==> src/rtl/alu_iter.sv <==
// Execute-stage ALU.
// ADD/SUB/AND/ORR/EOR complete in a single cycle. MUL is an iterative
// radix-2 shift-add multiplier that takes WIDTH cycles.
// A Start/Busy/Done handshake lets the datapath stall while a MUL runs.
//
// state  | meaning
// -------+--------------------------------------------------------------
// S_IDLE | ready; Start is accepted, single-cycle ops complete here
// S_MUL  | shift-add multiply in progress; Busy=1, Start is ignored

module alu_iter #(
  parameter int WIDTH = 32
) (
  input  logic             clk,
  input  logic             reset,
  input  logic             Start,
  input  logic [2:0]       ALUControl,
  input  logic [WIDTH-1:0] SrcA,
  input  logic [WIDTH-1:0] SrcB,
  output logic [WIDTH-1:0] ALUResult,
  output logic [3:0]       Flags,
  output logic             Busy,
  output logic             Done
);

  localparam int CW = (WIDTH > 1) ? $clog2(WIDTH) : 1;
  localparam logic [2:0] OP_ADD = 3'b000;
  localparam logic [2:0] OP_SUB = 3'b001;
  localparam logic [2:0] OP_AND = 3'b010;
  localparam logic [2:0] OP_ORR = 3'b011;
  localparam logic [2:0] OP_EOR = 3'b100;
  localparam logic [2:0] OP_MUL = 3'b101;

  typedef enum logic {S_IDLE, S_MUL} state_t;

  state_t           r_state;
  state_t           w_state_nxt;
  logic [WIDTH-1:0] r_acc;
  logic [WIDTH-1:0] r_mcand;
  logic [WIDTH-1:0] r_mplier;
  logic [CW-1:0]    r_count;
  logic [WIDTH-1:0] r_result;
  logic [3:0]       r_flags;
  logic             r_done;

  logic             w_busy;
  logic             w_is_mul;
  logic             w_mul_last;
  logic [WIDTH-1:0] w_acc_nxt;
  logic [WIDTH-1:0] w_b_eff;
  logic             w_cin;
  logic [WIDTH:0]   w_sum;
  logic [WIDTH-1:0] w_op_res;
  logic             w_op_c;
  logic             w_op_v;
  logic [3:0]       w_op_flags;

  // State register
  always_ff @(posedge clk or posedge reset) begin
    if (reset) r_state <= S_IDLE;
    else       r_state <= w_state_nxt;
  end

  // Next-state logic: MUL runs for exactly WIDTH edges after acceptance
  always_comb begin
    w_state_nxt = r_state;
    case (r_state)
      S_IDLE: if (Start && w_is_mul) w_state_nxt = S_MUL;
      S_MUL:  if (w_mul_last)        w_state_nxt = S_IDLE;
      default: w_state_nxt = S_IDLE;
    endcase
  end

  // FSM outputs and multiply-step helpers
  always_comb begin
    w_busy     = (r_state == S_MUL);
    w_is_mul   = (ALUControl == OP_MUL);
    w_mul_last = (r_count == CW'(WIDTH - 1));
    w_acc_nxt  = r_acc + (r_mplier[0] ? r_mcand : '0);
  end

  // Single-cycle result and NZCV; SUB reuses the adder as A + ~B + 1
  always_comb begin
    w_b_eff  = SrcB;
    w_cin    = 1'b0;
    if (ALUControl == OP_SUB) begin
      w_b_eff = ~SrcB;
      w_cin   = 1'b1;
    end
    w_sum    = {1'b0, SrcA} + {1'b0, w_b_eff} + {{WIDTH{1'b0}}, w_cin};
    w_op_res = '0;
    w_op_c   = 1'b0;
    w_op_v   = 1'b0;
    case (ALUControl)
      OP_ADD: begin
        w_op_res = w_sum[WIDTH-1:0];
        w_op_c   = w_sum[WIDTH];
        w_op_v   = (SrcA[WIDTH-1] == SrcB[WIDTH-1]) && (w_op_res[WIDTH-1] != SrcA[WIDTH-1]);
      end
      OP_SUB: begin
        w_op_res = w_sum[WIDTH-1:0];
        w_op_c   = w_sum[WIDTH];
        w_op_v   = (SrcA[WIDTH-1] != SrcB[WIDTH-1]) && (w_op_res[WIDTH-1] != SrcA[WIDTH-1]);
      end
      OP_AND:  w_op_res = SrcA & SrcB;
      OP_ORR:  w_op_res = SrcA | SrcB;
      OP_EOR:  w_op_res = SrcA ^ SrcB;
      default: w_op_res = '0;
    endcase
    w_op_flags = {w_op_res[WIDTH-1], (w_op_res == '0), w_op_c, w_op_v};
  end

  // Datapath: capture on acceptance, iterate the multiplier, publish results
  always_ff @(posedge clk or posedge reset) begin
    if (reset) begin
      r_acc    <= '0;
      r_mcand  <= '0;
      r_mplier <= '0;
      r_count  <= '0;
      r_result <= '0;
      r_flags  <= 4'b0000;
      r_done   <= 1'b0;
    end else begin
      r_done <= 1'b0;
      if (r_state == S_IDLE) begin
        if (Start) begin
          if (w_is_mul) begin
            r_acc    <= '0;
            r_count  <= '0;
            r_mcand  <= SrcA;
            r_mplier <= SrcB;
          end else begin
            r_result <= w_op_res;
            r_flags  <= w_op_flags;
            r_done   <= 1'b1;
          end
        end
      end else begin
        r_acc    <= w_acc_nxt;
        r_mcand  <= r_mcand << 1;
        r_mplier <= r_mplier >> 1;
        r_count  <= r_count + CW'(1);
        if (w_mul_last) begin
          r_result <= w_acc_nxt;
          r_flags  <= {w_acc_nxt[WIDTH-1], (w_acc_nxt == '0), 2'b00};
          r_done   <= 1'b1;
        end
      end
    end
  end

  assign ALUResult = r_result;
  assign Flags     = r_flags;
  assign Busy      = w_busy;
  assign Done      = r_done;

endmodule

==> config.mk <==
export PLATFORM = sky130hd
export DESIGN_NAME = alu_iter
export DESIGN_NICKNAME = d
export VERILOG_FILES = /design/src/rtl/alu_iter.sv
export SDC_FILE = /design/constraint.sdc
export NUM_CORES = 1
export LEC_CHECK = 0
export ABC_AREA = 1
export CAP_MARGIN = 40
export CORE_ASPECT_RATIO = 2
export CORE_MARGIN = 5
export CORE_UTILIZATION = 55
export CTS_CLUSTER_SIZE = 12
export DETAILED_ROUTE_END_ITERATION = 10
export HOLD_SLACK_MARGIN = 0.15
export PLACE_DENSITY = 0.79
export SLEW_MARGIN = 30
export SYNTH_ARGS = -nofsm -noshare
export SYNTH_HDL_FRONTEND = slang
export SYNTH_SLANG_ARGS = --single-unit
==> constraint.sdc <==
create_clock -name clk -period 4.94 [get_ports clk]
set_input_delay 0.494 -clock clk [delete_from_list [all_inputs] [get_ports clk]]
set_output_delay 0.494 -clock clk [all_outputs]
set_load 0.005 [all_outputs]
* Yosys cells after proc, flatten, opt, wreduce, memory -nomap -nowiden *
Index checks and enable logic that the tools add are counted.

operators by class
  equal/unequal tests = 11
  bitwise logic cells = 5
  mux-type cells = 33
  add/sub/neg operators = 4
  reduce and logical (&&, ||, !) cells = 11

operators with widths
  kind                   count
  $mux W32               15
  $pmux W32 S4           1
  $logic_not A32 Y1      2
  $add A32 B32 Y33       1
  $add A33 B1 Y33        1
  $add A32 B32 Y32       1
  $and A32 B32 Y32       1
  $not A32 Y32           1
  $or A32 B32 Y32        1
  $xor A32 B32 Y32       1
  $mux W4                4
  $mux W5                3
  $mux W1                8
  $eq A3 B2 Y1 const B   2
  $eq A3 B3 Y1 const B   2
  $add A5 B1 Y5 const B  1
  $eq A5 B5 Y1 const B   1
  $pmux W1 S2            2
  $reduce_bool A2 Y1     2
  $eq A3 B1 Y1 const B   1
  $logic_and A1 B1 Y1    3
  $logic_not A3 Y1       1
  $reduce_and A3 Y1      1
  $ne A1 B1 Y1           2
  other kinds (6)        6

word-level totals
  word-level logic and storage cells = 72
  register bits after elaboration = 139
  bits of input ports = 70
  output and inout port bits = 38

* Longest topological paths before layout *
Gate-level depths: netlist (run 1).

  depth in word-level cells = 10
  mapped depth = 28
  depth with buffers taken out = 24

* Worst setup path before layout (run 1) *
Ideal clock, no wire load.

  kind = input to register
  start = in ALUControl[1]
  end = reg r_flags[2], in the netlist Flags[2]
  required time = 4.875 ns
  cell stages on the path = 26
  data arrival time = 3.401 ns
  setup time = 0.065 ns
  slack = 1.474 ns
  buffers on the path = 4
  cell sequence = buf_6 > nor2_2 > buf_2 > buf_1 > nand2_1 > buf_2 > xor2_1 > ha_1 > nand2_1 > nor2_1 > inv_1 > nor2_2 > nand2_1 > nand3_1 > nand3b_1 > nand2_1 > nand2_1 > nand3_1 > nand2_1 > nor2_1 > nand3_1 > nor2_1 > nand3_1 > nand2_1 > nand2_1 > nand2_1

on the way
  word-level cells in the longest chain between the ends = 9
  elaborated cells on any way between the ends = 18
  classes of those cells = add/sub (2); eq/ne (6); mux (6); reduce/logical (4)

RTL lines
  what                  line    RTL
  start, declared       17      input logic [2:0] ALUControl,
  $eq A3 B1 Y1          86, 94
  $mux W32              86      if (ALUControl == OP_SUB) begin
  $add A32 B32 Y33      90      w_sum = {1'b0, SrcA} + {1'b0, w_b_eff} + {{WIDTH{1'b0}}, w_cin};
  $add A33 B1 Y33       90
  $pmux W32 S4          94      case (ALUControl)
  $logic_not A32 Y1     110     w_op_flags = {w_op_res[WIDTH-1], (w_op_res == '0), w_op_c, w_op_v};
  $mux W4               127     if (w_is_mul) begin
  $mux W4               126     if (Start) begin
  $mux W4               125     if (r_state == S_IDLE) begin
  end signal, assigned  134     r_flags <= w_op_flags;
  end signal, assigned  145     r_flags <= {w_acc_nxt[WIDTH-1], (w_acc_nxt == '0), 2'b00};
  end, declared         43      logic [3:0] r_flags;

Parallel ways exist; a longest one is shown, timed or not. The select of a mux whose other input is x is not followed.
A chain may end at the register's enable or synchronous reset.

* Final worst setup path (run 1) *
Ends and elaborated chain as after synthesis.

==> summary.md, run 1 <==
| Metric | Value |
|---|---|
| Largest net degree at the start of global routing | `69` |
| CP Capture Type | `flop` |
| Number of register bits inferred by synthesis | `138` |
| MaxCap Viol Count | `0` |
| Leakage | `7.78 nW` |
| Via count | `13000` |
| CP startpoint kind | `input pin` |
| Post-synth ARST share | `1.00` |
| Initial antenna violation count | `0` |
| Num CTS Buffers | `17` |
| Mapped Area | `0.0127 mm2` |
| Setup ws final | `0.916 ns` |
| WP data arrival | `4.40 ns` |
| Largest area contributor in the netlist | `dfrtp_1` |
| Hold Violations, Final | `0` |
| Top Ports | `108` |
| Via density | `5.65` |
| CP Max Fanout | `17` |
| Non-filler cells, final | `2301` |
| Register area share after synthesis | `0.272` |
| First-pass GRT wire length | `66800 um` |
| GRT overflow | `0` |
| Synthesis Warnings | `0` |
| Max Transition Viols Final | `0` |
| Logic gate share of total power | `0.449` |
| Number of H-tree levels | `4` |
| Antenna cells | `0` |
| Final-report setup violation count | `0` |
| Sum of negative setup slack | `0 ns` |
| Synthesis-to-layout area growth | `14.9%` |
| Hpwl dp | `33800 um` |
| Clock Sinks | `138` |
| Vias in the first global route | `13000` |
| Num rows | `78` |
| Clock transition at path regs | `0.07 ns` |
| DRT Pass-1 Iters | `6` |
| # resized after CTS | `0` |
| Postcts setup bufs | `0` |
| CTS tree | `built` |
| Post-synth EDFFs | `0` |
| Pint | `3.42 mW` |
| Least-Margin Pin Slew | `0.822 ns` |
| PD cells | `414 mW/mm2` |
| Die Ht | `225 um` |
| RSZ-0062 raised after global routing | `no` |
| RD Place Congestion | `1.01` |
| Top post-synthesis cells by area | `dfrtp_1, nand2_1, ha_1` |
| Placed Cells | `2269` |
| GR Util All Layers | `0.317` |
| Outcome | `finished clean` |
| Slew Limit Headroom | `0.448` |
| Maximum vdd drop | `0.315 mV` |
| Min Clock Period, post-route | `4.02 ns` |
| Initial core utilization | `0.558` |
| Final wirelength | `41900 um` |
| DR DRC count | `0` |
| Final Net Count | `2216` |
| Pre-CTS setup slack | `0.503 ns` |
| Net count after synthesis | `2134` |
| Required time worst endpoint | `5.32 ns` |
| Dominant synthesized flop cell | `dfrtp_1` |
| Layout Utilization | `0.642` |
| CTS Hold Bufs | `0` |
| Switch share | `0.434` |
| CTS Buffer Depth | `2` |
| Sequential power share | `0.330` |
| HP Class | `in2async` |
| Clock network power share | `0.221` |
| Port bufs | `107` |
| Crit path kind | `in2reg` |
| Core area | `0.0227 mm2` |
| Share of post-route cells with drive strength above 1 | `0.0401` |
| Max Fclk | `0.249 GHz` |
| Routed length per instance | `18.2 um` |
| Chip Width | `117 um` |
| Worst skew pair latency | `0.44 ns` |
| Root buf cell | `clkbuf_16` |
| Tcrit/Tclk final | `0.815` |
| Die area | `0.0264 mm2` |
| Syn Inst Count | `1926` |
| Mean post-synth cell area | `6.59 um2` |
| Yosys top cell area share | `0.272` |
| P_sw | `2.62 mW` |
| Hold slack | `0.383 ns` |
| Clk_skew | `0.0128 ns` |
| Cell variety after synth | `43` |
| Final antenna-violating net count | `0` |
| Starting DRT DRC Count | `905` |
## kinds of logic after synthesis
family,share of synthesized area
buf+inv,0.105
compound gates,0.126
flops,0.272
fa+ha+maj,0.137
xor+xnor,0.0304
simple gates,0.329
## synthesized netlist by cell type, types with 5 or more instances
master / instances
buf_6: 5
nor3_1: 11
nand2_1: 655
nand4_1: 19
dfrtp_1: 138
clkbuf_1: 39
a221oi_1: 21
a31oi_1: 29
o211ai_1: 63
nand3_2: 5
nor2_1: 173
nand3_1: 107
o21ai_0: 41
nand3b_1: 18
nand2_2: 12
inv_1: 274
o21bai_1: 9
a21oi_1: 74
ha_1: 136
xor2_1: 42
buf_2: 10
## power groups by stage
| stage | Combinational (mW) | Clock (mW) | Sequential [mW] |
|---|---|---|---|
| 2_1_floorplan | 1.81 | 0 | 1.83 |
| 3_3_place_gp | 2.64 | 0 | 1.98 |
| 3_5_place_dp | 2.69 | 0 | 2.00 |
| 4_1_cts | 2.71 | 1.34 | 1.98 |
| 5_1_grt | 3.03 | 1.39 | 2.05 |
| 6_report | 2.71 | 1.33 | 1.99 |
## flip-flops by register name, indices dropped and copies added, names as in the netlist
register and cells:
Done 1, r_acc 32, r_count 5, Busy 1
r_mcand 32, r_mplier 32, Flags 3, ALUResult 32
## critical path, stage by stage
cell and delay, ns:
clkdlybuf4s50_1 0.56, nor2_2 0.17, nand2_1 0.40, buf_12 0.34, xor2_1 0.15, ha_1 0.35, a21oi_1 0.26, o21bai_1 0.13
a21oi_1 0.44, nor2_1 0.12, nor2_1 0.14, nand3_1 0.09, nand3_1 0.15, nand2_1 0.09, inv_1 0.07, nand3_1 0.06
nor2_1 0.10, nand3_1 0.08, nand2_1 0.06, nand2_1 0.05, nand2_1 0.07
## final timing paths
check                      slack, ns  cells after the start     startpoint            to
max                             0.92                     21  ALUControl[1]      Flags[2]
min                             0.38                      2          reset      r_acc[3]
max reg2reg                     1.53                     19    r_mplier[0]      Flags[2]
min reg2reg                     0.48                      2       r_acc[3]      r_acc[3]
max in group asynchronous       3.53                      3          reset  r_mplier[25]
min in group clk                0.48                      2       r_acc[3]      r_acc[3]
## area by class of cell
cell class	instances	area, um2
Clock buffer	18	439
Clock inverter	14	160
Fill cell	2110	8150
Inverter	278	1050
Multi-Input combinational cell	1449	7910
Sequential cell	138	3460
Tap cell	280	350
Timing Repair Buffer	124	1220
## per-layer routing
layer	global-route usage	up-vias	wire length (um)
met2	0.587	423	22100
met3	0.0289	134	1540
met1	0.348	6077	15800
li1	-	6366	-
met4	0.187	0	2540
met5	0	-	0
## metrics by stage
stage	power, mW	area [um2]
final	6.03	14600
after global routing	6.47	14600
after CTS	6.03	14600
after detailed placement	4.69	14000
after global placement	4.62	14000
after floorplan	3.64	12700
## layout by cell type (no fill, tap or decap), types with 3 or more instances in the layout
| master | count |
|---|---|
| a22o_1 | 3 |
| a31oi_1 | 29 |
| nor2_1 | 172 |
| and2_1 | 4 |
| inv_1 | 273 |
| a221oi_1 | 21 |
| inv_6 | 6 |
| nand3b_1 | 18 |
| a21oi_1 | 74 |
| nand3_1 | 107 |
| nand4_1 | 19 |
| o21ai_0 | 41 |
| o211ai_1 | 63 |
| nor4_1 | 3 |
| or2_2 | 4 |
| inv_2 | 3 |
| nand2_1 | 653 |
| ha_1 | 136 |
| nand2_2 | 14 |
| nor3_1 | 11 |
| buf_4 | 15 |
| dfrtp_1 | 137 |
| clkinvlp_4 | 4 |
| o21bai_1 | 9 |
| clkinv_4 | 3 |
| xor2_1 | 42 |
| nand3_2 | 5 |
| clkdlybuf4s50_1 | 107 |
| clkbuf_16 | 17 |
Power figures use the tool's default switching activity.
==> run 2: changes to the inputs <==
==> constraint.sdc (replaced) <==
create_clock -name clk -period 3.89 [get_ports clk]
set_input_delay 0.389 -clock clk [delete_from_list [all_inputs] [get_ports clk]]
set_output_delay 0.389 -clock clk [all_outputs]
set_load 0.005 [all_outputs]
==> run 2 against run 1 <==
Against the previous run: via count up 1.5%; clock power increased by 24%; power rose by 28%; core utilization grew 0.54 points; setup slack got worse by 0.51 ns; routed wire length rose by 2.2%; largest power group unchanged; combinational power is 32% higher; sequential power is 24% higher; cell count up 0.70%; sequential share of layout area down 0.20 points; clock skew increased by 0.0014 ns; register-to-register slack got worse by 1.1 ns.
==> summary.md, run 2 (synthesized netlist as in run 1, its figures left out) <==
| Metric | Value |
|---|---|
| HP Class | `in2async` |
| Maximum vdd drop | `0.446 mV` |
| GR Util All Layers | `0.324` |
| Hpwl dp | `34100 um` |
| Hold Violations, Final | `0` |
| Initial antenna violation count | `0` |
| Commonest cells after routing, fill and taps aside | `nand2_1, inv_1, nor2_1` |
| Worst-case reg-to-reg path depth | `19` |
| # resized after CTS | `0` |
| Setup ws final | `0.406 ns` |
| Die Ht | `225 um` |
| Core area | `0.0227 mm2` |
| Via count | `13200` |
| Min Clock Period, post-route | `3.48 ns` |
| DR DRC count | `0` |
| Final Net Count | `2233` |
| RSZ-0062 raised after global routing | `no` |
| Clock Sinks | `138` |
| Crit path kind | `reg2reg` |
| Commonest non-fill, non-tap cell in the layout | `nand2_1` |
| Num rows | `78` |
| Reg2Reg Launch Point | `r_mplier[0]` |
| Max Transition Viols Final | `0` |
| Top Ports | `108` |
| CP startpoint kind | `flop` |
| Number of H-tree levels | `4` |
| Outcome | `finished clean` |
| Tcrit/Tclk final | `0.896` |
| Largest net degree at the start of global routing | `100` |
| Clock transition at path regs | `0.06 ns` |
| Flop2flop setup slack | `0.41 ns` |
| CTS Hold Bufs | `0` |
| CTS tree | `built` |
| Area after DPL | `0.0141 mm2` |
| Initial core utilization | `0.558` |
| Final antenna-violating net count | `0` |
| PD cells | `523 mW/mm2` |
| Pre-CTS setup slack | `0.0673 ns` |
| Leakage | `7.87 nW` |
| Required time worst endpoint | `4.27 ns` |
| Starting DRT DRC Count | `838` |
| Final-report setup violation count | `0` |
| CP Capture Type | `flop` |
| Worst path buffer plus inverter count | `1` |
| Via density | `5.69` |
| Chip Width | `117 um` |
| Num CTS Buffers | `17` |
| Postcts setup bufs | `0` |
| CP Max Fanout | `6` |
| Clk_skew | `0.0142 ns` |
| Critical Path Max Stage Delay | `0.47 ns` |
| Crit path top cell by count | `nand2_1` |
| Synthesis-to-layout area growth | `15.9%` |
| Crit-path slowest cell | `fa_1` |
| Design Area, Final | `0.0147 mm2` |
| R2r endpoint | `Flags[2]` |
| Slew Limit Headroom | `0.455` |
| CTS Buffer Depth | `2` |
| Max Fclk | `0.287 GHz` |
| First-pass GRT wire length | `68600 um` |
| Die area | `0.0264 mm2` |
| Port bufs | `107` |
| Routed length per instance | `18.5 um` |
| Sum of negative setup slack | `0 ns` |
| Fill count | `2182` |
| Worst-path cell chain | `nand2_1 -> inv_1 -> ha_1 -> fa_1 -> nand3_1 -> nand3_1 -> nand2_1 -> nand3b_1 -> nand2_1 -> nand2_1 -> nor3_1 -> nand4_1 -> nor2_1 -> nand4_1 -> nor2_1 -> nand3_1 -> nand2_1 -> nand2_1 -> nand2_1` |
| WP data arrival | `3.86 ns` |
| Least-Margin Pin Slew | `0.812 ns` |
| Final wirelength | `42800 um` |
| RD Place Congestion | `1.06` |
| DRT Pass-1 Iters | `5` |
| Worst skew pair latency | `0.44 ns` |
| Antenna cells | `0` |
| MaxCap Viol Count | `0` |
| Top delay family on crit path | `simple AND/OR/NAND/NOR gates` |
| Share of post-route cells with drive strength above 1 | `0.0476` |
| GRT overflow | `0` |
| Vias in the first global route | `13700` |
| Root buf cell | `clkbuf_16` |
-- run 2: cell type report --
cell class                 instances  area, um2  area share
inverter                         278       1050      0.0712
multi-input combinational       1449       7910       0.538
timing repair buffer             141       1360      0.0927
sequential                       138       3460       0.235
clock inverter                    11        123     0.00833
clock buffer                      20        457      0.0310
tap                              280        350      0.0238
-- run 2: report_power, final --
| part | switching, mW | internal [mW] |
|---|---|---|
| sequential | 0.445 | 2.02 |
| combinational | 2.18 | 1.40 |
| clock | 0.674 | 0.972 |
-- run 2: metrics by stage --
step | hold slack, ns | total power [mW] | std cells | util
final | 0.359 | 7.70 | 2317 | 0.647
after global routing | 0.406 | 8.25 | 2317 | 0.647
after CTS | 0.360 | 7.69 | 2317 | 0.647
after detailed placement | 0.470 | 6.02 | 2286 | 0.621
after global placement | 0.462 | 5.94 | 2286 | 0.621
after floorplan | 0.448 | 4.62 | 1926 | -
-- run 2: metal layers --
metal	vias up	part of all wire	global-route usage	wire length (um)
li1	6390	-	-	-
met1	6097	0.35	0.330	15100
met2	508	0.51	0.591	22000
met3	198	0.049	0.0435	2090
met4	0	0.084	0.248	3580
met5	-	0	0	0
-- run 2: how the worst max path moves through the flow --
stage | end | cells past startpoint | slack [ns] | from
after CTS | Flags[2] | 21 | 0.50 | r_mplier[0]
final | Flags[2] | 19 | 0.41 | r_mplier[0]
after global routing | Flags[2] | 20 | 0.10 | r_mplier[0]
after floorplan | Flags[2] | 26 | 0.53 | ALUControl[1]
after detailed placement | Flags[2] | 23 | 0.07 | ALUControl[2]
after global placement | Flags[2] | 23 | 0.06 | ALUControl[2]
